### src/rtl/prime_search_ctrl_if.sv
// ---------------------------------------------------------------------------
// prime_search_ctrl_if
//   Bundles the request side (start/abort/seed/accuracy in, status out) and
//   the tester side (mr_*) of the prime search controller.
//
//   Modports:
//     slave  : the controller's view (drives status and tester controls)
//     master : the requester / tester-owner view
//
//   Signals:
//     start, abort, seed_number, accuracy      request inputs to controller
//     busy, done, found, overflow              search status
//     prime_out, tries                         search result
//     mr_start_number, mr_accuracy, mr_reset   tester controls
//     mr_prime, mr_finish                      tester verdict
// ---------------------------------------------------------------------------
interface prime_search_ctrl_if #(
    parameter int WORDSIZE = 32
);
    logic                start;
    logic                abort;
    logic [WORDSIZE-1:0] seed_number;
    logic [WORDSIZE-1:0] accuracy;
    logic                busy;
    logic                done;
    logic                found;
    logic                overflow;
    logic [WORDSIZE-1:0] prime_out;
    logic [15:0]         tries;
    logic [WORDSIZE-1:0] mr_start_number;
    logic [WORDSIZE-1:0] mr_accuracy;
    logic                mr_reset;
    logic                mr_prime;
    logic                mr_finish;

    modport slave (
        input  start, abort, seed_number, accuracy, mr_prime, mr_finish,
        output busy, done, found, overflow, prime_out, tries,
               mr_start_number, mr_accuracy, mr_reset
    );

    modport master (
        output start, abort, seed_number, accuracy, mr_prime, mr_finish,
        input  busy, done, found, overflow, prime_out, tries,
               mr_start_number, mr_accuracy, mr_reset
    );
endinterface

### src/rtl/prime_search_ctrl.sv
// ---------------------------------------------------------------------------
// prime_search_ctrl
//   Sequencing controller for one miller_rabin tester. Walks odd candidates
//   upward from a seed, runs the tester on each, and stops on the first
//   probable prime, on MAX_TRIES candidates, on word overflow, or on abort.
//
//   Parameters:
//     WORDSIZE  : candidate / accuracy width (must match the tester)
//     MAX_TRIES : maximum candidates examined per search (1..65535)
//
//   Ports:
//     clk   : clock
//     reset : asynchronous active-high reset
//     bus   : prime_search_ctrl_if.slave (request, status and tester signals)
//
//   Optional build macro:
//     PRIME_SEARCH_SIEVE_EN : keep candidate residues mod 3/5/7 and reject
//                             small-factor candidates without the tester.
// ---------------------------------------------------------------------------
module prime_search_ctrl #(
    parameter int WORDSIZE  = 32,
    parameter int MAX_TRIES = 1024
) (
    input logic                clk,
    input logic                reset,
    prime_search_ctrl_if.slave bus
);

    typedef enum logic [2:0] {
        S_IDLE,
`ifdef PRIME_SEARCH_SIEVE_EN
        S_SIEVE,
`else
        S_ISSUE,
`endif
        S_GUARD,
        S_WAIT,
        S_EVAL,
        S_FINISH
    } state_t;

    // State that launches a candidate (ISSUE, or SIEVE when residues exist)
`ifdef PRIME_SEARCH_SIEVE_EN
    localparam state_t S_TEST = S_SIEVE;
`else
    localparam state_t S_TEST = S_ISSUE;
`endif

    localparam logic [15:0]         MAX_TRIES16 = 16'(MAX_TRIES);
    // Largest candidate that can still take a +2 step without wrapping
    localparam logic [WORDSIZE-1:0] CAND_LIMIT  = {WORDSIZE{1'b1}} - WORDSIZE'(2);

    state_t              state;
    logic [WORDSIZE-1:0] candidate;
    logic [WORDSIZE-1:0] acc_q;
    logic                prime_q;

    logic [WORDSIZE-1:0] cand_init;
    logic                start_ok;
    logic                tries_hit;
    logic                cand_top;
    logic                eval_step;
    logic                sieve_hit;

    function automatic logic [15:0] sat_inc(input logic [15:0] v);
        return (v == 16'hFFFF) ? v : v + 16'd1;
    endfunction

    assign cand_init = bus.seed_number | WORDSIZE'(1);
    assign start_ok  = bus.start && !bus.abort;
    assign tries_hit = (bus.tries == MAX_TRIES16);
    assign cand_top  = (candidate > CAND_LIMIT);
    assign eval_step = !prime_q && !tries_hit && !cand_top;

`ifdef PRIME_SEARCH_SIEVE_EN
    logic [2:0] r3, r5, r7;

    // Residue advance by +2 with wrap; avoids any divider in the loop
    function automatic logic [2:0] mod_add2(input logic [2:0] r, input logic [2:0] m);
        logic [3:0] s;
        s = {1'b0, r} + 4'd2;
        return (s >= {1'b0, m}) ? 3'(s - {1'b0, m}) : 3'(s);
    endfunction

    // Small primes themselves must still reach the tester
    assign sieve_hit = ((r3 == 3'd0) || (r5 == 3'd0) || (r7 == 3'd0)) &&
                       (candidate > WORDSIZE'(7));
`else
    assign sieve_hit = 1'b0;
`endif

    // Datapath registers: no reset needed, always written before use
    always_ff @(posedge clk) begin
        if (state == S_IDLE && start_ok) begin
            candidate <= cand_init;
            acc_q     <= bus.accuracy;
`ifdef PRIME_SEARCH_SIEVE_EN
            r3 <= 3'(cand_init % WORDSIZE'(3));
            r5 <= 3'(cand_init % WORDSIZE'(5));
            r7 <= 3'(cand_init % WORDSIZE'(7));
`endif
        end else if (state == S_EVAL && eval_step) begin
            candidate <= candidate + WORDSIZE'(2);
`ifdef PRIME_SEARCH_SIEVE_EN
            r3 <= mod_add2(r3, 3'd3);
            r5 <= mod_add2(r5, 3'd5);
            r7 <= mod_add2(r7, 3'd7);
`endif
        end

        // Verdict for EVAL: a sieved candidate counts as composite
        if (state == S_TEST && sieve_hit)
            prime_q <= 1'b0;
        else if (state == S_WAIT && bus.mr_finish)
            prime_q <= bus.mr_prime;
    end

    always_ff @(posedge clk or posedge reset) begin
        if (reset) begin
            state               <= S_IDLE;
            bus.busy            <= 1'b0;
            bus.done            <= 1'b0;
            bus.found           <= 1'b0;
            bus.overflow        <= 1'b0;
            bus.prime_out       <= '0;
            bus.tries           <= '0;
            bus.mr_reset        <= 1'b1;
            bus.mr_start_number <= '0;
            bus.mr_accuracy     <= '0;
        end else begin
            bus.done <= 1'b0;
            if (bus.abort && state != S_IDLE) begin
                // Cancel: results stay as they are, no done pulse
                state        <= S_IDLE;
                bus.busy     <= 1'b0;
                bus.mr_reset <= 1'b1;
            end else begin
                case (state)
                    S_IDLE: begin
                        bus.mr_reset <= 1'b1;
                        if (start_ok) begin
                            bus.busy     <= 1'b1;
                            bus.found    <= 1'b0;
                            bus.overflow <= 1'b0;
                            bus.tries    <= '0;
                            if (bus.seed_number <= WORDSIZE'(2)) begin
                                bus.prime_out <= WORDSIZE'(2);
                                bus.found     <= 1'b1;
                                state         <= S_FINISH;
                            end else if (bus.seed_number == WORDSIZE'(3)) begin
                                bus.prime_out <= WORDSIZE'(3);
                                bus.found     <= 1'b1;
                                state         <= S_FINISH;
                            end else begin
                                state <= S_TEST;
                            end
                        end
                    end
                    S_TEST: begin
                        bus.tries     <= sat_inc(bus.tries);
                        bus.prime_out <= candidate;
                        if (sieve_hit) begin
                            state <= S_EVAL;
                        end else begin
                            bus.mr_start_number <= candidate;
                            bus.mr_accuracy     <= acc_q;
                            bus.mr_reset        <= 1'b1;
                            state               <= S_GUARD;
                        end
                    end
                    S_GUARD: begin
                        // mr_finish may still be left over from the previous
                        // candidate here, so it is not looked at until WAIT
                        bus.mr_reset <= 1'b0;
                        state        <= S_WAIT;
                    end
                    S_WAIT: begin
                        bus.mr_reset <= 1'b0;
                        if (bus.mr_finish)
                            state <= S_EVAL;
                    end
                    S_EVAL: begin
                        if (prime_q) begin
                            bus.found <= 1'b1;
                            state     <= S_FINISH;
                        end else if (tries_hit) begin
                            state <= S_FINISH;
                        end else if (cand_top) begin
                            bus.overflow <= 1'b1;
                            state        <= S_FINISH;
                        end else begin
                            state <= S_TEST;
                        end
                    end
                    S_FINISH: begin
                        bus.done     <= 1'b1;
                        bus.busy     <= 1'b0;
                        bus.mr_reset <= 1'b1;
                        state        <= S_IDLE;
                    end
                    default: state <= S_IDLE;
                endcase
            end
        end
    end

endmodule

### src/flat_wrapper.sv
// flat-port wrapper written by rule: the top's interface ports become plain ports
module prime_search_ctrl_flat 
#(
    parameter int WORDSIZE  = 32,
    parameter int MAX_TRIES = 1024
)
  (clk, reset, bus_start, bus_abort, bus_seed_number, bus_accuracy, bus_mr_prime, bus_mr_finish, bus_busy, bus_done, bus_found, bus_overflow, bus_prime_out, bus_tries, bus_mr_start_number, bus_mr_accuracy, bus_mr_reset);
  prime_search_ctrl_if #(.WORDSIZE(WORDSIZE)) bus_i ();
  input logic clk;
  input logic reset;
  input wire logic [$bits(bus_i.start)-1:0] bus_start;
  input wire logic [$bits(bus_i.abort)-1:0] bus_abort;
  input wire logic [$bits(bus_i.seed_number)-1:0] bus_seed_number;
  input wire logic [$bits(bus_i.accuracy)-1:0] bus_accuracy;
  input wire logic [$bits(bus_i.mr_prime)-1:0] bus_mr_prime;
  input wire logic [$bits(bus_i.mr_finish)-1:0] bus_mr_finish;
  output wire logic [$bits(bus_i.busy)-1:0] bus_busy;
  output wire logic [$bits(bus_i.done)-1:0] bus_done;
  output wire logic [$bits(bus_i.found)-1:0] bus_found;
  output wire logic [$bits(bus_i.overflow)-1:0] bus_overflow;
  output wire logic [$bits(bus_i.prime_out)-1:0] bus_prime_out;
  output wire logic [$bits(bus_i.tries)-1:0] bus_tries;
  output wire logic [$bits(bus_i.mr_start_number)-1:0] bus_mr_start_number;
  output wire logic [$bits(bus_i.mr_accuracy)-1:0] bus_mr_accuracy;
  output wire logic [$bits(bus_i.mr_reset)-1:0] bus_mr_reset;
  assign bus_i.start = bus_start;
  assign bus_i.abort = bus_abort;
  assign bus_i.seed_number = bus_seed_number;
  assign bus_i.accuracy = bus_accuracy;
  assign bus_i.mr_prime = bus_mr_prime;
  assign bus_i.mr_finish = bus_mr_finish;
  assign bus_busy = bus_i.busy;
  assign bus_done = bus_i.done;
  assign bus_found = bus_i.found;
  assign bus_overflow = bus_i.overflow;
  assign bus_prime_out = bus_i.prime_out;
  assign bus_tries = bus_i.tries;
  assign bus_mr_start_number = bus_i.mr_start_number;
  assign bus_mr_accuracy = bus_i.mr_accuracy;
  assign bus_mr_reset = bus_i.mr_reset;
  prime_search_ctrl #(.WORDSIZE(WORDSIZE), .MAX_TRIES(MAX_TRIES)) u_core (.clk(clk), .reset(reset), .bus(bus_i));
endmodule
### config.mk
export PLATFORM = sky130hd
export DESIGN_NAME = prime_search_ctrl_flat
export DESIGN_NICKNAME = d
export VERILOG_FILES = /design/src/rtl/prime_search_ctrl_if.sv /design/src/rtl/prime_search_ctrl.sv /design/src/flat_wrapper.sv
export SDC_FILE = /design/constraint.sdc
export NUM_CORES = 1
export LEC_CHECK = 0
export ABC_AREA = 1
export ABC_CLOCK_PERIOD_IN_PS = 5200
export BUFFER_PORTS_ARGS = -buffer_cell sky130_fd_sc_hd__buf_2
export CAP_MARGIN = 20
export CELL_PAD_IN_SITES_DETAIL_PLACEMENT = 0
export CELL_PAD_IN_SITES_GLOBAL_PLACEMENT = 2
export CORE_MARGIN = 1.5
export CORE_UTILIZATION = 30
export CTS_BUF_LIST = sky130_fd_sc_hd__clkbuf_2 sky130_fd_sc_hd__clkbuf_4 sky130_fd_sc_hd__clkbuf_8
export DETAILED_ROUTE_END_ITERATION = 8
export PLACE_DENSITY = 0.82
export SETUP_SLACK_MARGIN = 0.4
export SLEW_MARGIN = 40
export SYNTH_ARGS = -nofsm -noshare
export SYNTH_HDL_FRONTEND = slang
export SYNTH_SLANG_ARGS = --single-unit
### constraint.sdc
create_clock -name clk -period 5.2 [get_ports clk]
set_input_delay 1.3 -clock clk [delete_from_list [all_inputs] [get_ports clk]]
set_output_delay 1.3 -clock clk [all_outputs]
set_load 0.02 [all_outputs]
# [Word-level counts from Yosys, hierarchy flattened]
# Cells that the tools add are included.
[op_classes] addsub=2 magnitude_cmp=2 n_eq_ne=17 mux=35 bitwise_logic=1 n_reduce_logical=27
[ops] operator="32-bit two-way mux" n=5
[ops] operator="32-bit one-hot mux with 2 select lines" n=1
[ops] operator="32-bit by 2-bit adder with 32-bit output, second input constant" n=1
[ops] operator="32-bit by 2-bit == test with 1-bit output, second input constant" n=1
[ops] operator="32-bit greater-than comparator, second input constant" n=1
[ops] operator="32-bit by 2-bit <= comparator with 1-bit output, second input constant" n=1
[ops] operator="16-bit two-way mux" n=2
[ops] operator="16-bit one-hot mux with 2 select lines" n=1
[ops] operator="3-bit two-way mux" n=8
[ops] operator="16-bit by 1-bit adder with 16-bit output, second input constant" n=1
[ops] operator="16-bit by 11-bit == test with 1-bit output, second input constant" n=1
[ops] operator="16-bit == test, second input constant" n=1
[ops] operator="3-bit one-hot mux with 5 select lines" n=1
[ops] operator="1-bit two-way mux" n=13
[ops] operator="4-bit AND reduction" n=3
[ops] operator="3-bit nonzero test" n=3
[ops] operator="1-bit one-hot mux with 2 select lines" n=4
[ops] operator="1-bit logical AND" n=7
[ops] operator="3-bit by 2-bit == test with 1-bit output, second input constant" n=2
[ops] operator="3-bit == test, second input constant" n=2
[ops] operator="2-bit by 1-bit != test with 1-bit output, second input constant" n=3
[ops] operator="2-bit != test, second input constant" n=3
[ops] operator="3-bit != test, second input constant" n=2
[ops] operator="2-bit AND reduction" n=3
[ops] operator="9 further kinds" n=14
[totals] regBits=185 out_inout_bits=117

# [Longest topological paths before layout]
# Gate-level depths: netlist (run 1).
[depth] ltp_word=7 ltp_mapped=12 mapped_depth_nobuf=12

# [Least setup slack after synthesis (run 1)]
# OpenSTA, ideal clock, no wires.
[synth_path] path_type="input to register" from="in bus_start" to="reg u_core.acc_q[0], enable pin" arrival_time_ps=2717 required_time_ps=4791 path_slack_ps=2075 cell_stages=3 n_path_buf=1 path_cell_list="inv_1 -> nor3_4 -> clkbuf_1"
[synth_between] elab_chain_cells=2
[synth_lines] element="from (decl)" line_no="flat_wrapper.sv:11" text="input wire logic [$bits(bus_i.start)-1:0] bus_start;"
[synth_lines] element="1-bit logical AND" line_no="prime_search_ctrl.sv:70" text="assign start_ok = bus.start && !bus.abort;"
[synth_lines] element="1-bit logical AND" line_no="prime_search_ctrl.sv:94" text="if (state == S_IDLE && start_ok) begin"
[synth_lines] element="to (signal assigned)" line_no="prime_search_ctrl.sv:96" text="acc_q <= bus.accuracy;"
[synth_lines] element="to (decl)" line_no="prime_search_ctrl.sv:55" text="logic [WORDSIZE-1:0] acc_q;"
# Every way passes these cells.
# A chain may end at the register's enable or synchronous reset.

# [Worst setup path in the final report (run 1)]
[layout_path] from="in bus_abort" to="reg u_core.bus.tries[1]"
[layout_between] elab_chain_cells=4
[layout_lines] element="from (decl)" line_no="flat_wrapper.sv:12" text="input wire logic [$bits(bus_i.abort)-1:0] bus_abort;"
[layout_lines] element="1-bit logical NOT" line_no="prime_search_ctrl.sv:70"
[layout_lines] element="1-bit logical AND" line_no="prime_search_ctrl.sv:70"
[layout_lines] element="2-bit by 1-bit != test with 1-bit output (no source line)"
[layout_lines] element="4-bit AND reduction (no source line) *"
[layout_lines] element="to (signal assigned)" line_no="prime_search_ctrl.sv:160" text="bus.tries <= sat_inc(bus.tries);"
[layout_lines] element="to (decl)" line_no="prime_search_ctrl_if.sv:38" text="output busy, done, found, overflow, prime_out, tries,"
# Mark *: on every way between the ends. The rest lies on a longest branch, timed or not.

==> results of run 1 <==
-- state kept, by name, summed over array words and instances (netlist names) --
| register | count |
|---|---|
| u_core.state | 3 |
| u_core.prime_q | 1 |
| u_core.candidate | 31 |
| u_core.bus.overflow | 1 |
| u_core.bus.found | 1 |
| u_core.bus.mr_start_number | 32 |
| u_core.bus.mr_accuracy | 32 |
| u_core.bus.tries | 16 |
| u_core.bus.busy | 1 |
| u_core.bus.prime_out | 32 |
| u_core.bus.mr_reset | 1 |
| u_core.bus.done | 1 |
| u_core.acc_q | 32 |
-- final cells by class --
class,count,share of cell area
Sequential cell,184,0.498
Multi-Input combinational cell,650,0.294
Timing Repair Buffer,193,0.102
Tap cell,341,0.0431
Clock buffer,17,0.0237
Inverter,52,0.0202
Clock inverter,15,0.0195
-- routing by layer --
metal,GRT usage,vias up,part of all wire
met5,0,-,0.00052
met4,0.0396,2,0.0084
met3,0.0373,14,0.050
met2,0.273,169,0.46
met1,0.230,3111,0.48
li1,-,3298,-
-- layout by cell type (no fill, tap or decap), drive strengths merged --
| cell type | netlist | final |
|---|---|---|
| a21oi | 7 | 7 |
| a22oi | 1 | 1 |
| a31oi | 2 | 2 |
| a32oi | 1 | 1 |
| buf | 9 | 193 |
| clkbuf | 16 | 17 |
| clkinv | 0 | 7 |
| dfrtp | 119 | 119 |
| dfstp | 1 | 1 |
| edfxtp | 64 | 64 |
| ha | 4 | 4 |
| inv | 52 | 60 |
| nand2 | 406 | 406 |
| nand3 | 31 | 31 |
| nand3b | 1 | 1 |
| nand4 | 18 | 18 |
| nor2 | 79 | 79 |
| nor3 | 19 | 19 |
| nor4 | 2 | 2 |
| o211ai | 2 | 2 |
| o21ai | 36 | 36 |
| o21bai | 1 | 1 |
| o221ai | 1 | 1 |
| o31ai | 3 | 3 |
| or2 | 5 | 5 |
| xnor2 | 11 | 11 |
| xor2 | 20 | 20 |
-- path summary, 6_finish.rpt --
| check | end | slack, ns | start |
|---|---|---|---|
| max | u_core.bus.tries[1] | 2.46 | bus_abort |
| min | u_core.bus.mr_accuracy[27] | 0.45 | u_core.acc_q[27] |
| max reg2reg | u_core.bus.tries[1] | 2.75 | u_core.state[1] |
| min reg2reg | u_core.bus.mr_accuracy[27] | 0.45 | u_core.acc_q[27] |
| max in group asynchronous | u_core.bus.mr_start_number[22] | 3.38 | reset |
| min in group asynchronous | u_core.bus.mr_start_number[9] | 0.93 | reset |
-- kinds of logic after synthesis --
family                   share of synthesized area
buffers and inverters                       0.0374
AND/OR/NAND/NOR                              0.280
adder cells (fa/ha/maj)                    0.00616
flip-flops                                   0.606
AO/OA/AOI/OAI                               0.0371
XOR/XNOR                                    0.0334
-- through the flow --
stage               cell area, sq um  setup slack, ns
floorplan                       8120            0.716
global placement                9430             1.90
detailed placement              9460             1.87
CTS                             9890             2.40
global route                    9890             2.21
finish                          9890             2.46
-- worst min-delay path: cells and delay by family (launching register included) --
kind / cells / cell delay, ns
flip-flops: 1 / 0.34
AND/OR/NAND/NOR: 2 / 0.09
-- power by group through the flow --
stage / Clock (uW) / Combinational [uW] / Sequential [uW]
2_1_floorplan: 0 / 681 / 2650
3_3_place_gp: 0 / 1730 / 2250
3_5_place_dp: 0 / 1760 / 2260
4_1_cts: 1060 / 1770 / 2230
5_1_grt: 1120 / 1930 / 2280
6_report: 1030 / 1730 / 2230
==> flow_results.org, run 1 <==
** GRT
- Number of antenna violations at the first check in global routing :: 1
- The number of global-route vias before repair came to roughly 6.6k.
- For this run the aggregate overflow at the end of global routing stands at 0.
- Pin count of the biggest net entering global routing :: between 80 and 90
- The first global-routing pass estimated between 30 and 40 mm of wire.
- Across every metal layer, demand over resource in global routing totals 0.169.

** Worst setup path
- Critical-path cell with the highest stage delay :: sky130_fd_sc_hd__buf_4
- Traced cell by cell, the critical path runs through buf_2 > inv_1 > nand2_2 > buf_4 > nand2_2 > nand2_2 > inv_2 > nand3_1 > o21ai_0.
- The worst setup path is of the in -> reg kind.
- Critical path's most frequent cell :: sky130_fd_sc_hd__nand2_2
- Worst-case reg-to-reg path depth :: 10
- Path length in cells of the critical path :: 9
- STA classifies the critical path startpoint as a primary input.
- Together, buffers and inverters on the worst path number 4.
- Of all nets on the critical path, the largest fanout is 65.
- Worst stage delay on the critical path :: 0.60 ns
- At the worst endpoint, the arrival time is approximately 3.1 ns.
- At the worst endpoint, the required time is approximately 5.6 ns.
- The worst setup path is captured at a flip-flop.
- In this design, the largest share of critical-path delay is due to buffers and inverters.

** Yosys
- Gate count of the mapped netlist :: roughly 900
- Net count after synthesis :: roughly 990
- Of all flip-flops after synthesis, the portion carrying an async set or reset was 0.652.
- Post-synthesis register bit count :: about 180
- By area the synthesized netlist is led by sky130_fd_sc_hd__dfrtp_1 37%, sky130_fd_sc_hd__edfxtp_1 24%, sky130_fd_sc_hd__nand2_1 19%.
- Counting flops with a built-in enable in the synthesized netlist gives 64.
- Count of warnings emitted by yosys :: 0
- Count leader, synth :: sky130_fd_sc_hd__nand2_1
- The largest total area in the synthesized netlist belongs to sky130_fd_sc_hd__dfrtp_1.
- Number of different library cells in the post-synthesis netlist :: 35
- Counting instances in the post-synthesis netlist gives the leading cell types as 403 x sky130_fd_sc_hd__nand2_1, 119 x sky130_fd_sc_hd__dfrtp_1, 76 x sky130_fd_sc_hd__nor2_1, 64 x sky130_fd_sc_hd__edfxtp_1, 47 x sky130_fd_sc_hd__inv_1.
- The share of synthesized area in the top cell type comes to 0.367.
- In this run the cell area of the synthesized design comes to 8120 sq um.
- Synth Flop Type :: sky130_fd_sc_hd__dfrtp_1
- Of the synthesized area, sequential elements account for 0.606.
- A synthesized cell averages 8.92 sq um.

** Floorplanning
- The floorplan step defined a core boundary enclosing 26,800 sq um.
- Vert. Die Dim :: around 170 um
- For this configuration, the core starts out at a cell density of 0.303.
- Area of the die :: about 28,000 sq um
- Pin placement for this block handled 187 I/O pins.
- Row Count :: 60
- Floorplan die width :: around 170 um

** Timing
- The final-report max-slew violation count was 0.
- Number of endpoints with negative hold slack in the final report :: 0
- At the pin with the least slew margin, the transition time is about 0.79 ns.
- Based on the critical path, the design can be clocked at up to roughly 370 MHz.
- Final setup violation count :: 0
- Setup repair after global routing left no endpoint under its margin.
- Min cycle time layout :: 2.74 ns
- Worst rel slew slack :: 0.472
- Clock skew on the completed layout was measured at ~0.018 ns.
- Adding up every negative setup slack in the final design gives 0 ns.
- Crit share post-route :: 0.526
- Across all hold checks on the routed design, the worst slack comes to around 0.45 ns.

** Clock network
- In this run the number of H-tree levels came out at 4.
- Insertion delay of the later-clocked pin in the worst-skew pair :: 0.48 ns
- In this run the deepest clock path goes through 2 buffers.
- CTS sink count :: ~180
- Number of clock buffers inserted by TritonCTS :: 17
- Post-cts repair resize count :: 0
- CTS placed an instance of sky130_fd_sc_hd__clkbuf_8 at the clock tree root.
- Buffers inserted by post-CTS timing repair :: 0
- Clock slew at reported path FFs :: between 0.1 and 0.15 ns
- Total of hold buffers inserted after clock tree synthesis :: 0
- TritonCTS built the clock tree.

** Route
- Average wire per cell in the routed design :: around 16 um
- The pre-antenna-repair detailed-routing pass consisted of 4 iterations.
- Dividing the detail-routed via count by the number of cells gives about 4.5.
- The detailed router placed ~6.6k vias in this run.
- For this block, the initial DRC count from the detailed router was between 400 and 500.
- Aggregate routed wire length :: ~23 mm
- After detailed routing, the number of remaining DRC violations is 0.
- ANT nets after route :: 0

** Pwr
- Of the total power, combinational logic draws 0.348.
- Register share of total power :: 0.446
- In this run the power density over the cells is 504 nW/um^2.
- Post-layout total power :: approximately 5000 uW
- Across the VDD grid, the largest voltage drop is about 180 uV.
- The analysis attributes to net switching a power of between 2000 and 2500 uW.
- Internal :: 2880 uW
- Of the total power, the clock network draws 0.206.
- Of the total power, the share spent switching nets is 0.423.
- In this run the static leakage power is 0.00484 uW.

** Finish
- Diodes inserted :: 0
- At the end of the flow, the number of nets in the layout was around 1.2k.
- For this run, the number of standard cells in the final layout without fillers is around 1.5k.
- Counting the fill cells in the layout gives between 2k and 3k.
- Across the whole layout, storage elements account for around 4900 sq um.
- Summing all multi-input logic gate instances after layout gives 2900 sq um.
- Utilization after layout :: 0.369
- Relative to the synthesized area, the layout overhead comes to 21.7%.
- Share of cells above drive strength 1 :: 0.221

** Placement
- The HPWL after detailed placement is between 15 and 20 mm.
- Routability-driven placement finished with a final weighted congestion of slightly above 0.8.
- Count of input and output buffers :: about 190
- Number of placed instances with taps included :: around 1.4k

** Worst hold path
- Min-Delay Path Class :: reg -> reg
- WHS Path Cells :: 2

** Run status
- Result of the run :: finished clean

** Flow run
- Max-cap violations in this run came to 0.
Note: power is estimated with default switching activity, not from simulation.
==> run 2: changes to the inputs <==
--- a/config.mk
+++ b/config.mk
@@ -6,7 +6,7 @@
 export NUM_CORES = 1
 export LEC_CHECK = 0
 export ABC_AREA = 1
-export ABC_CLOCK_PERIOD_IN_PS = 5200
+export ABC_CLOCK_PERIOD_IN_PS = 2200
 export BUFFER_PORTS_ARGS = -buffer_cell sky130_fd_sc_hd__buf_2
 export CAP_MARGIN = 20
 export CELL_PAD_IN_SITES_DETAIL_PLACEMENT = 0
@@ -15,7 +15,7 @@
 export CORE_UTILIZATION = 30
 export CTS_BUF_LIST = sky130_fd_sc_hd__clkbuf_2 sky130_fd_sc_hd__clkbuf_4 sky130_fd_sc_hd__clkbuf_8
 export DETAILED_ROUTE_END_ITERATION = 8
-export PLACE_DENSITY = 0.82
+export PLACE_DENSITY = 0.85
 export SETUP_SLACK_MARGIN = 0.4
 export SLEW_MARGIN = 40
 export SYNTH_ARGS = -nofsm -noshare
==> constraint.sdc (replaced) <==
create_clock -name clk -period 2.2 [get_ports clk]
set_input_delay 0.55 -clock clk [delete_from_list [all_inputs] [get_ports clk]]
set_output_delay 0.55 -clock clk [all_outputs]
set_load 0.02 [all_outputs]
==> run 2 against run 1 <==
Compared with the run above:
- hold slack got worse by 0.37 ns
- utilization increased by 4.4 points
- sequential cell count unchanged
- die area stayed put
- cell area rose by 12%
- clock skew rose by 0.0083 ns
- non-clock buffer count grew 79
- routed wire length grew 6.9%
- first-iteration DRC count decreased by 1.7%
- sequential power rose by 130%
- critical path type is now reg -> reg
- largest cell class unchanged
==> flow_results.org, run 2 (same netlist as run 1, synthesis figures left out) <==
** Pwr
- Highest ir drop seen on vdd :: 477 uV (+170%)
- The leakage power came to 0.00542 uW (+12%).
- Post-layout total power :: 12,600 uW (+150%)
- The total power per unit cell area is 1140 nW/um^2 (+130%).

** Clock network
- Number of clock buffers inserted by TritonCTS :: 17 (unchanged)
- The tree is rooted in a sky130_fd_sc_hd__clkbuf_8.
- CTS sink count :: 184 (unchanged)
- Clock buffer depth :: 2 (unchanged)
- Total of hold buffers inserted after clock tree synthesis :: 0 (unchanged)
- Clock slew at reported path FFs :: 0.12 ns (about the same)
- TritonCTS built the clock tree.
- The number of H-tree branching levels is 4 (unchanged).
- Insertion delay of the later-clocked pin in the worst-skew pair :: 0.48 ns (about the same)

** Timing
- Worst-margin pin slew :: 0.459 ns (-0.334 ns)
- Derived from the worst setup path, the maximum achievable clock frequency is between 500 and 600 MHz.
- Crit share post-route :: 0.828
- Setup repair after global routing could not meet its margin everywhere.
- Pins over their slew limit :: 0 (unchanged)
- Number of endpoints with negative hold slack in the final report :: 0 (unchanged)
- Final clock skew :: 0.0263 ns (+0.00833 ns)
- The worst max-slew margin expressed relative to the limit is 0.694 (+0.222).
- The setup total negative slack came to 0 ns (unchanged).
- Final setup violation count :: 0 (unchanged)
- The clock period could shrink to approximately 1.8 ns.

** Worst setup path
- Buffers and inverters on the worst path :: 3 (-1)
- Register-to-Register Setup Slack :: 0.38 ns (-2.37 ns)
- Critical register-to-register path endpoint :: u_core.candidate[24]
- The slowest stage of the critical path is the sky130_fd_sc_hd__dfrtp_1 cell.
- CP cell instances :: inv_1 > ha_1 > nand3_1 > nor2_1 > nand2_1 > nand2_1 > inv_1 > nand3_4 > nand2_4 > buf_12
- Path length in cells of the critical path :: 10 (+1)
- The kind of cell with the highest combined delay along the critical path is simple AND/OR/NAND/NOR gates.
- Required time reported for the critical path endpoint :: 2.39 ns (-3.17 ns)
- The worst path arrival time is 2.02 ns (-1.07 ns).
- The largest fanout on the critical path came to 6 (-91%).
- Category of the worst setup path launch point :: flip-flop
- Worst stage delay on the critical path :: 0.44 ns (-0.16 ns)
- Critical path endpoint category :: flip-flop
- Reg2reg start :: u_core.bus.tries[0]
- Critical path class :: reg -> reg
- Worst-case reg-to-reg path depth :: 10 (unchanged)

** Route
- The routed wire length per instance was 16.0 um (+1.2%).
- First-pass iteration count of the detailed router :: 4 (unchanged)
- DRC violation count after routing :: 0 (unchanged)
- Total via count after detailed routing :: 6,999 (+6.1%)
- The number of routed nets with antenna violations was 0 (unchanged).
- The initial DRC count was 398 (-1.7%).
- Aggregate routed wire length :: 24.6 mm (+6.9%)
- Ratio of routed vias to standard cells :: 4.56 (+0.47%)

** Worst hold path
- Min-Delay Path Class :: in -> async

** Flow run
- Count of max-cap constraint violations :: 0 (unchanged)

** GRT
- Sum of overflow across all layers after global routing :: 0 (unchanged)
- Global-route wire length before repair :: 37.6 mm (+2.3%)
- Number of antenna violations at the first check in global routing :: 2 (+1)
- The global routing usage summed across all routing layers is 0.173 (+0.00415).
- The number of global-route vias before repair came to 6,856 (+3.4%).
- The maximum number of pins on one net before global-route repair came to 55 (-33%).

** Finish
- Share of cells above drive strength 1 :: 0.319 (+0.0979)
- The finished layout cell area was 11,100 sq um (+12%).
- The final-layout fill cell count was 2,726 (-4.0%).
- Final net count :: 1,254 (+7.0%)
- Diodes inserted :: 0 (unchanged)
- The utilization after layout was 0.413 (+0.0441).
- Area used by sequential logic in the layout :: 4930 sq um (+0.10%)
- Area Overhead vs Synth :: 36.3%
- The total area of multi-input combinational cells is 3200 sq um (+10%).
- The library cell used most frequently in the layout, excluding fill and tap cells, is sky130_fd_sc_hd__nand2_1.
- Commonest non-fill, non-tap cells in the layout :: 386 x sky130_fd_sc_hd__nand2_1, 186 x sky130_fd_sc_hd__buf_2, 115 x sky130_fd_sc_hd__dfrtp_1, 64 x sky130_fd_sc_hd__buf_4, 64 x sky130_fd_sc_hd__edfxtp_1

** Floorplanning
- Vert. Die Dim :: 168 um (unchanged)
- I/O pins :: 187 (unchanged)
- Area of the die :: 28,100 sq um (unchanged)
- Row Count :: 60 (unchanged)
- The horizontal die dimension was 168 um (unchanged).
- The initial core utilization is 0.303 (unchanged).
- The floorplan core area is 26,800 sq um (unchanged).

** Placement
- Count of input and output buffers :: 186 (unchanged)
- The half-perimeter wire length of the detailed placement result came to 16.8 mm (+2.8%).
- The cell area reported after detailed placement is 9750 sq um (+3.0%).
- The global placer's final weighted congestion was 0.828 (+1.1%).

** Run status
- Result of the run :: finished clean
[run 2: per-layer routing]
layer,part of all wire,GRT usage
met1,0.48,0.237
met2,0.46,0.275
met3,0.054,0.0421
met4,0.0072,0.0411
met5,0.00085,0
[run 2: repair_timing]
| action | CTS | global route |
|---|---|---|
| setup endpoints to repair | 113 | 170 |
| resized for setup | 30 | 64 |
| pin swaps | 10 | 24 |
| buffers inserted | 15 | 30 |
| gates cloned | 5 | 4 |
| hold endpoints to repair | 0 | 0 |
[run 2: metrics by stage]
| stage | hold slack, ns | setup slack, ns | instances |
|---|---|---|---|
| after floorplan | 0.418 | 0.181 | 911 |
| after global placement | 0.421 | 0.101 | 1448 |
| after detailed placement | 0.428 | 0.0986 | 1448 |
| after CTS | 0.0624 | 0.377 | 1500 |
| after global routing | 0.0783 | 0.250 | 1534 |
| final | 0.0796 | 0.378 | 1534 |
[run 2: worst register-to-register path: stages (launching register included)]
cell,delay (ns)
sky130_fd_sc_hd__dfrtp_1,0.44
sky130_fd_sc_hd__inv_1,0.10
sky130_fd_sc_hd__ha_1,0.21
sky130_fd_sc_hd__nand3_1,0.08
sky130_fd_sc_hd__nor2_1,0.06
sky130_fd_sc_hd__nand2_1,0.09
sky130_fd_sc_hd__nand2_1,0.08
sky130_fd_sc_hd__inv_1,0.11
sky130_fd_sc_hd__nand3_4,0.11
sky130_fd_sc_hd__nand2_4,0.15
sky130_fd_sc_hd__buf_12,0.14
[run 2: where the power goes]
part	internal [uW]	leakage, uW	switching (uW)
Combinational	1810	0.00309	3150
Sequential	4640	0.00211	550
Clock	898	0.000216	1540
[run 2: layout make-up]
class / instances / share of cell area
timing repair buffer: 272 / 0.168
timing repair inverter: 1 / 0.000565
inverter: 52 / 0.0191
clock buffer: 17 / 0.0211
tap: 341 / 0.0385
clock inverter: 15 / 0.0186
sequential: 184 / 0.445
multi-input combinational: 652 / 0.289
[run 2: how the worst max path moves through the flow]
| stage | start | endpoint |
|---|---|---|
| floorplan | reset | u_core.bus.busy |
| global placement | u_core.candidate[1] | u_core.candidate[29] |
| finish | u_core.bus.tries[0] | u_core.candidate[24] |
| detailed placement | u_core.candidate[1] | u_core.candidate[31] |
| CTS | u_core.candidate[1] | u_core.candidate[3] |
| global route | u_core.candidate[1] | u_core.candidate[24] |
==> run 3: changes to the inputs <==
--- a/config.mk
+++ b/config.mk
@@ -5,8 +5,8 @@
 export SDC_FILE = /design/constraint.sdc
 export NUM_CORES = 1
 export LEC_CHECK = 0
-export ABC_AREA = 1
-export ABC_CLOCK_PERIOD_IN_PS = 2200
+export ABC_AREA = 0
+export ABC_CLOCK_PERIOD_IN_PS = 1500
 export BUFFER_PORTS_ARGS = -buffer_cell sky130_fd_sc_hd__buf_2
 export CAP_MARGIN = 20
 export CELL_PAD_IN_SITES_DETAIL_PLACEMENT = 0
@@ -15,7 +15,7 @@
 export CORE_UTILIZATION = 30
 export CTS_BUF_LIST = sky130_fd_sc_hd__clkbuf_2 sky130_fd_sc_hd__clkbuf_4 sky130_fd_sc_hd__clkbuf_8
 export DETAILED_ROUTE_END_ITERATION = 8
-export PLACE_DENSITY = 0.85
+export PLACE_DENSITY = 0.78
 export SETUP_SLACK_MARGIN = 0.4
 export SLEW_MARGIN = 40
 export SYNTH_ARGS = -nofsm -noshare
==> constraint.sdc (replaced) <==
create_clock -name clk -period 1.5 [get_ports clk]
set_input_delay 0.375 -clock clk [delete_from_list [all_inputs] [get_ports clk]]
set_output_delay 0.375 -clock clk [all_outputs]
set_load 0.02 [all_outputs]
==> run 3 against run 2 <==
Compared with the run above:
- the run now ends with setup timing left
- sequential power up 36%
- final cell count fell by 2.6%
- via count rose by 0.76%
- clock power grew 42%
- worst setup slack got worse by 0.92 ns
- cell area rose by 36%
- combinational power up 55%
- critical endpoint is now u_core.candidate[6]
- area after synthesis down 2.4%
==> flow_results.org, run 3 <==
** GRT
- Overall Global Routing Usage :: 0.195 (+0.0222)
- The overflow left after global routing came to 0 (unchanged).
- The initial antenna violation count came to 0 (-2).
- Pin count of the biggest net entering global routing :: 60 (+9.1%)
- Global-route wire length before repair :: 40.0 mm (+6.2%)
- Via count of the first global-routing pass :: 7,037 (+2.6%)

** Route
- Ratio of routed vias to standard cells :: 4.72 (+3.5%)
- The number of vias in the routed layout came to 7,052 (+0.76%).
- Average wire per cell in the routed design :: 18.2 um (+13%)
- The number of detailed-route iterations in the first pass came to 7 (+3).
- The total wire length after detailed routing came to 27.2 mm (+10%).
- DRC violation count after routing :: 0 (unchanged)
- The number of routed nets with antenna violations was 0 (unchanged).
- The initial DRC count came to 463 (+16%).

** Yosys
- Library cell occupying the most area in the post-synthesis netlist :: sky130_fd_sc_hd__dfrtp_1
- Synth Flop Type :: sky130_fd_sc_hd__dfrtp_1
- Most used standard cells in the synthesized netlist :: 119 x sky130_fd_sc_hd__dfrtp_1, 65 x sky130_fd_sc_hd__mux2_2, 64 x sky130_fd_sc_hd__edfxtp_1, 46 x sky130_fd_sc_hd__nand2_1, 36 x sky130_fd_sc_hd__nor2_1
- Net count after synthesis :: 680 (-31%)
- Fraction of registers with async set or reset after synthesis :: 0.652 (unchanged)
- The unique cell type count in the Yosys netlist was 58 (+66%).
- Proportion of netlist area held by the largest area contributor :: 0.376 (+0.00896)
- The post-synthesis instance area was 7930 sq um (-2.4%).
- Count of warnings emitted by yosys :: 0 (unchanged)
- Synthesized area per cell :: 13.1 sq um (+47%)
- The number of flops mapped to enable cells by yosys came to 64 (unchanged).
- In the post-synthesis netlist, the cell with the most instances is sky130_fd_sc_hd__dfrtp_1.
- Sequential element share of the synthesized area :: 0.621 (+0.0148)
- Post-synthesis register bit count :: 184 (unchanged)
- Gate count of the mapped netlist :: 606 (-33%)
- Leading cell types by total area after synthesis :: sky130_fd_sc_hd__dfrtp_1 38%, sky130_fd_sc_hd__edfxtp_1 24%, sky130_fd_sc_hd__mux2_2 9.2%

** Clock network
- TritonCTS built the clock tree.
- Root buffer cell :: sky130_fd_sc_hd__clkbuf_8
- The number of H-tree branching levels was 4 (unchanged).
- The clock latency of the later-clocked register in the worst-skew pair was 0.47 ns (about the same).
- Number of clock buffers inserted by TritonCTS :: 17 (unchanged)
- The register clock-pin slew on the reported worst setup and hold paths came to 0.11 ns (about the same).
- Clock buffer depth :: 2 (unchanged)
- CTS sink count :: 184 (unchanged)

** Run status
- The final reports fail on setup timing.
- Result of the run :: finished with violations

** Timing
- Min Hold Slack :: 0.0782 ns (-0.00140 ns)
- Worst rel slew slack :: 0.645 (-0.0490)
- The count of final hold-check violations came to 0 (unchanged).
- Achievable frequency :: 491 MHz (-11%)
- Pins over their slew limit :: 0 (unchanged)
- Final worst setup slack :: -0.538 ns (-0.916 ns)
- The number of failing setup endpoints in the final timing report came to 225 (+225).
- The actual transition at the worst max-transition pin was 0.528 ns (+0.0696 ns).
- Unrepaired setup endpoints after global routing :: yes
- The worst clock skew was 0.0237 ns (-0.00259 ns).
- Crit share post-route :: 1.36 (+0.531)
- The clock period minus final worst setup slack is 2.04 ns (+0.216 ns).

** Finish
- Most common library cell in the layout ignoring fill and taps :: sky130_fd_sc_hd__buf_4
- The share of post-route cells with drive strength above 1 came to 0.676 (+0.357).
- The finished layout cell area is 15,000 sq um (+36%).
- The final-layout fill cell count is 2,113 (-22%).
- Final net count :: 1,220 (-2.7%)
- The final cell count without fillers is 1,494 (-2.6%).
- Diodes inserted :: 0 (unchanged)
- Area Overhead vs Synth :: 89.3%
- Commonest non-fill, non-tap cells in the layout :: 233 x sky130_fd_sc_hd__buf_4, 201 x sky130_fd_sc_hd__buf_6, 110 x sky130_fd_sc_hd__dfrtp_1, 69 x sky130_fd_sc_hd__buf_2, 64 x sky130_fd_sc_hd__edfxtp_1

** Worst setup path
- Critical path class :: reg -> reg
- Category of the worst setup path launch point :: flip-flop
- The worst stage delay on the critical path was 0.53 ns (+0.09 ns).
- Top fanout value on the critical path :: 6 (unchanged)
- CP cell instances :: nand3_1 > or4_4 > nor4b_4 > o21ai_4 > buf_4 > buf_16
- Critical-path cell with the highest stage delay :: sky130_fd_sc_hd__or4_4
- Data arrival time of the critical path :: 2.27 ns (+0.25 ns)
- Critical path endpoint category :: flip-flop
- The endpoint required time on the critical path came to 1.73 ns (-0.66 ns).

** Placement
- Area post-placement :: 10,900 sq um (+12%)
- Count of input and output buffers :: 186 (unchanged)
- Detailed Place HPWL :: 17.0 mm (+1.2%)
- Final weighted congestion in routability-driven placement :: 0.806 (-2.7%)
- Placement-stage worst setup slack :: -0.743 ns (-0.841 ns)
- The number of cells after detailed placement was 1,263 (-13%).

** Worst hold path
- Min-Delay Path Class :: in -> reg

** Floorplanning
- The number of top-level design ports came to 187 (unchanged).
- The floorplan core area is 26,000 sq um (-3.0%).
- Area of the die :: 27,400 sq um (-2.3%)
- Vert. Die Dim :: 166 um (-1.2%)
- The initial core utilization was 0.305 (+0.00205).
- Floorplan die width :: 166 um (-1.2%)
- Row Count :: 59 (-1.7%)

** Pwr
- Register share of total power :: 0.388 (-0.024)
- Net Sw Frac :: 0.323 (-0.0937)
- Clock share of power :: 0.190 (-0.004)
- The post-route total power is 18,200 uW (+44%).
- The total net switching power came to 5870 uW (+12%).
- The leakage power came to 0.00681 uW (+26%).
- Internal :: 12,300 uW (+68%)
- Power density over the cells :: 1210 nW/um^2 (+6.6%)
- Portion of total power attributed to combinational logic :: 0.422 (+0.028)
- Highest ir drop seen on vdd :: 838 uV (+76%)

** Flow run
- The count of maximum capacitance violations was 0 (unchanged).
## run 3: cell count changes in the layout (fill, tap and decap cells not counted), moves of 45 or more
cell and delta:
sky130_fd_sc_hd__buf_4 +169, sky130_fd_sc_hd__mux2_4 +63, sky130_fd_sc_hd__nand2_1 -358, sky130_fd_sc_hd__buf_6 +196, sky130_fd_sc_hd__nor2_1 -45, sky130_fd_sc_hd__buf_2 -117
## run 3: timing repair
action / in CTS / in global routing
pin swaps: 51 / 48
gates cloned: 19 / 1
resized for setup: 361 / 141
hold endpoints to repair: 4 / 0
hold buffers: 1 / 0
buffers inserted: 119 / 59
setup endpoints to repair: 331 / 331
## run 3: cells by family after synthesis
| logic type | synth area share |
|---|---|
| xor gates and xnor gates | 0.0409 |
| DFF | 0.621 |
| buffers and inverters | 0.0264 |
| muxes | 0.0936 |
| AOI/OAI and AO/OA | 0.0789 |
| and+or+nand+nor | 0.133 |
| adders and majority gates | 0.00631 |
## run 3: through the flow
stage	utilization	setup TNS (ns)
floorplan	-	-91.13
global placement	0.421	-76.09
detailed placement	0.421	-78.54
CTS	0.538	-65.36
global route	0.578	-88.22
finish	0.578	-73.47
## run 3: cell type report
cell class / instances / area [sq um] / share of cell area
clock buffer: 18 / 241 / 0.0161
sequential: 184 / 4940 / 0.329
clock inverter: 14 / 155 / 0.0103
multi-input combinational: 379 / 3740 / 0.249
tap: 335 / 419 / 0.0279
timing repair buffer: 554 / 5470 / 0.364
inverter: 10 / 48.8 / 0.00325
## run 3: path summary, 6_finish.rpt
| kind | from | endpoint | slack (ns) | cells past startpoint |
|---|---|---|---|---|
| max | u_core.candidate[7] | u_core.candidate[6] | -0.54 | 6 |
| min | bus_accuracy[13] | u_core.acc_q[13] | 0.08 | 1 |
| max reg2reg | u_core.candidate[7] | u_core.candidate[6] | -0.54 | 6 |
| min reg2reg | u_core.acc_q[21] | u_core.bus.mr_accuracy[21] | 0.48 | 1 |
| max in group asynchronous | reset | u_core.bus.mr_reset | 0.53 | 4 |
| min in group asynchronous | reset | u_core.bus.mr_accuracy[16] | 0.37 | 3 |
## run 3: power groups by stage
stage	registers, uW	logic, uW	clock network (uW)
2_1_floorplan	8040	1670	0
3_5_place_dp	6970	4610	0
4_1_cts	6990	6820	3550
6_report	7050	7680	3460
3_3_place_gp	6950	4550	0
5_1_grt	7160	8120	3800
## run 3: critical path: cells and delay by family (launching register included)
family / cells / cell delay (ns)
DFF: 1 / 0.43
and+or+nand+nor: 3 / 0.99
AOI/OAI and AO/OA: 1 / 0.09
buffers and inverters: 2 / 0.30
## run 3: per-layer routing
metal | part of all wire | track usage | vias to the layer above
li1 | - | - | 3329
met1 | 0.44 | 0.266 | 3524
met2 | 0.51 | 0.321 | 178
met3 | 0.045 | 0.0357 | 21
met4 | 0.011 | 0.0446 | 0
met5 | 0 | 0 | -
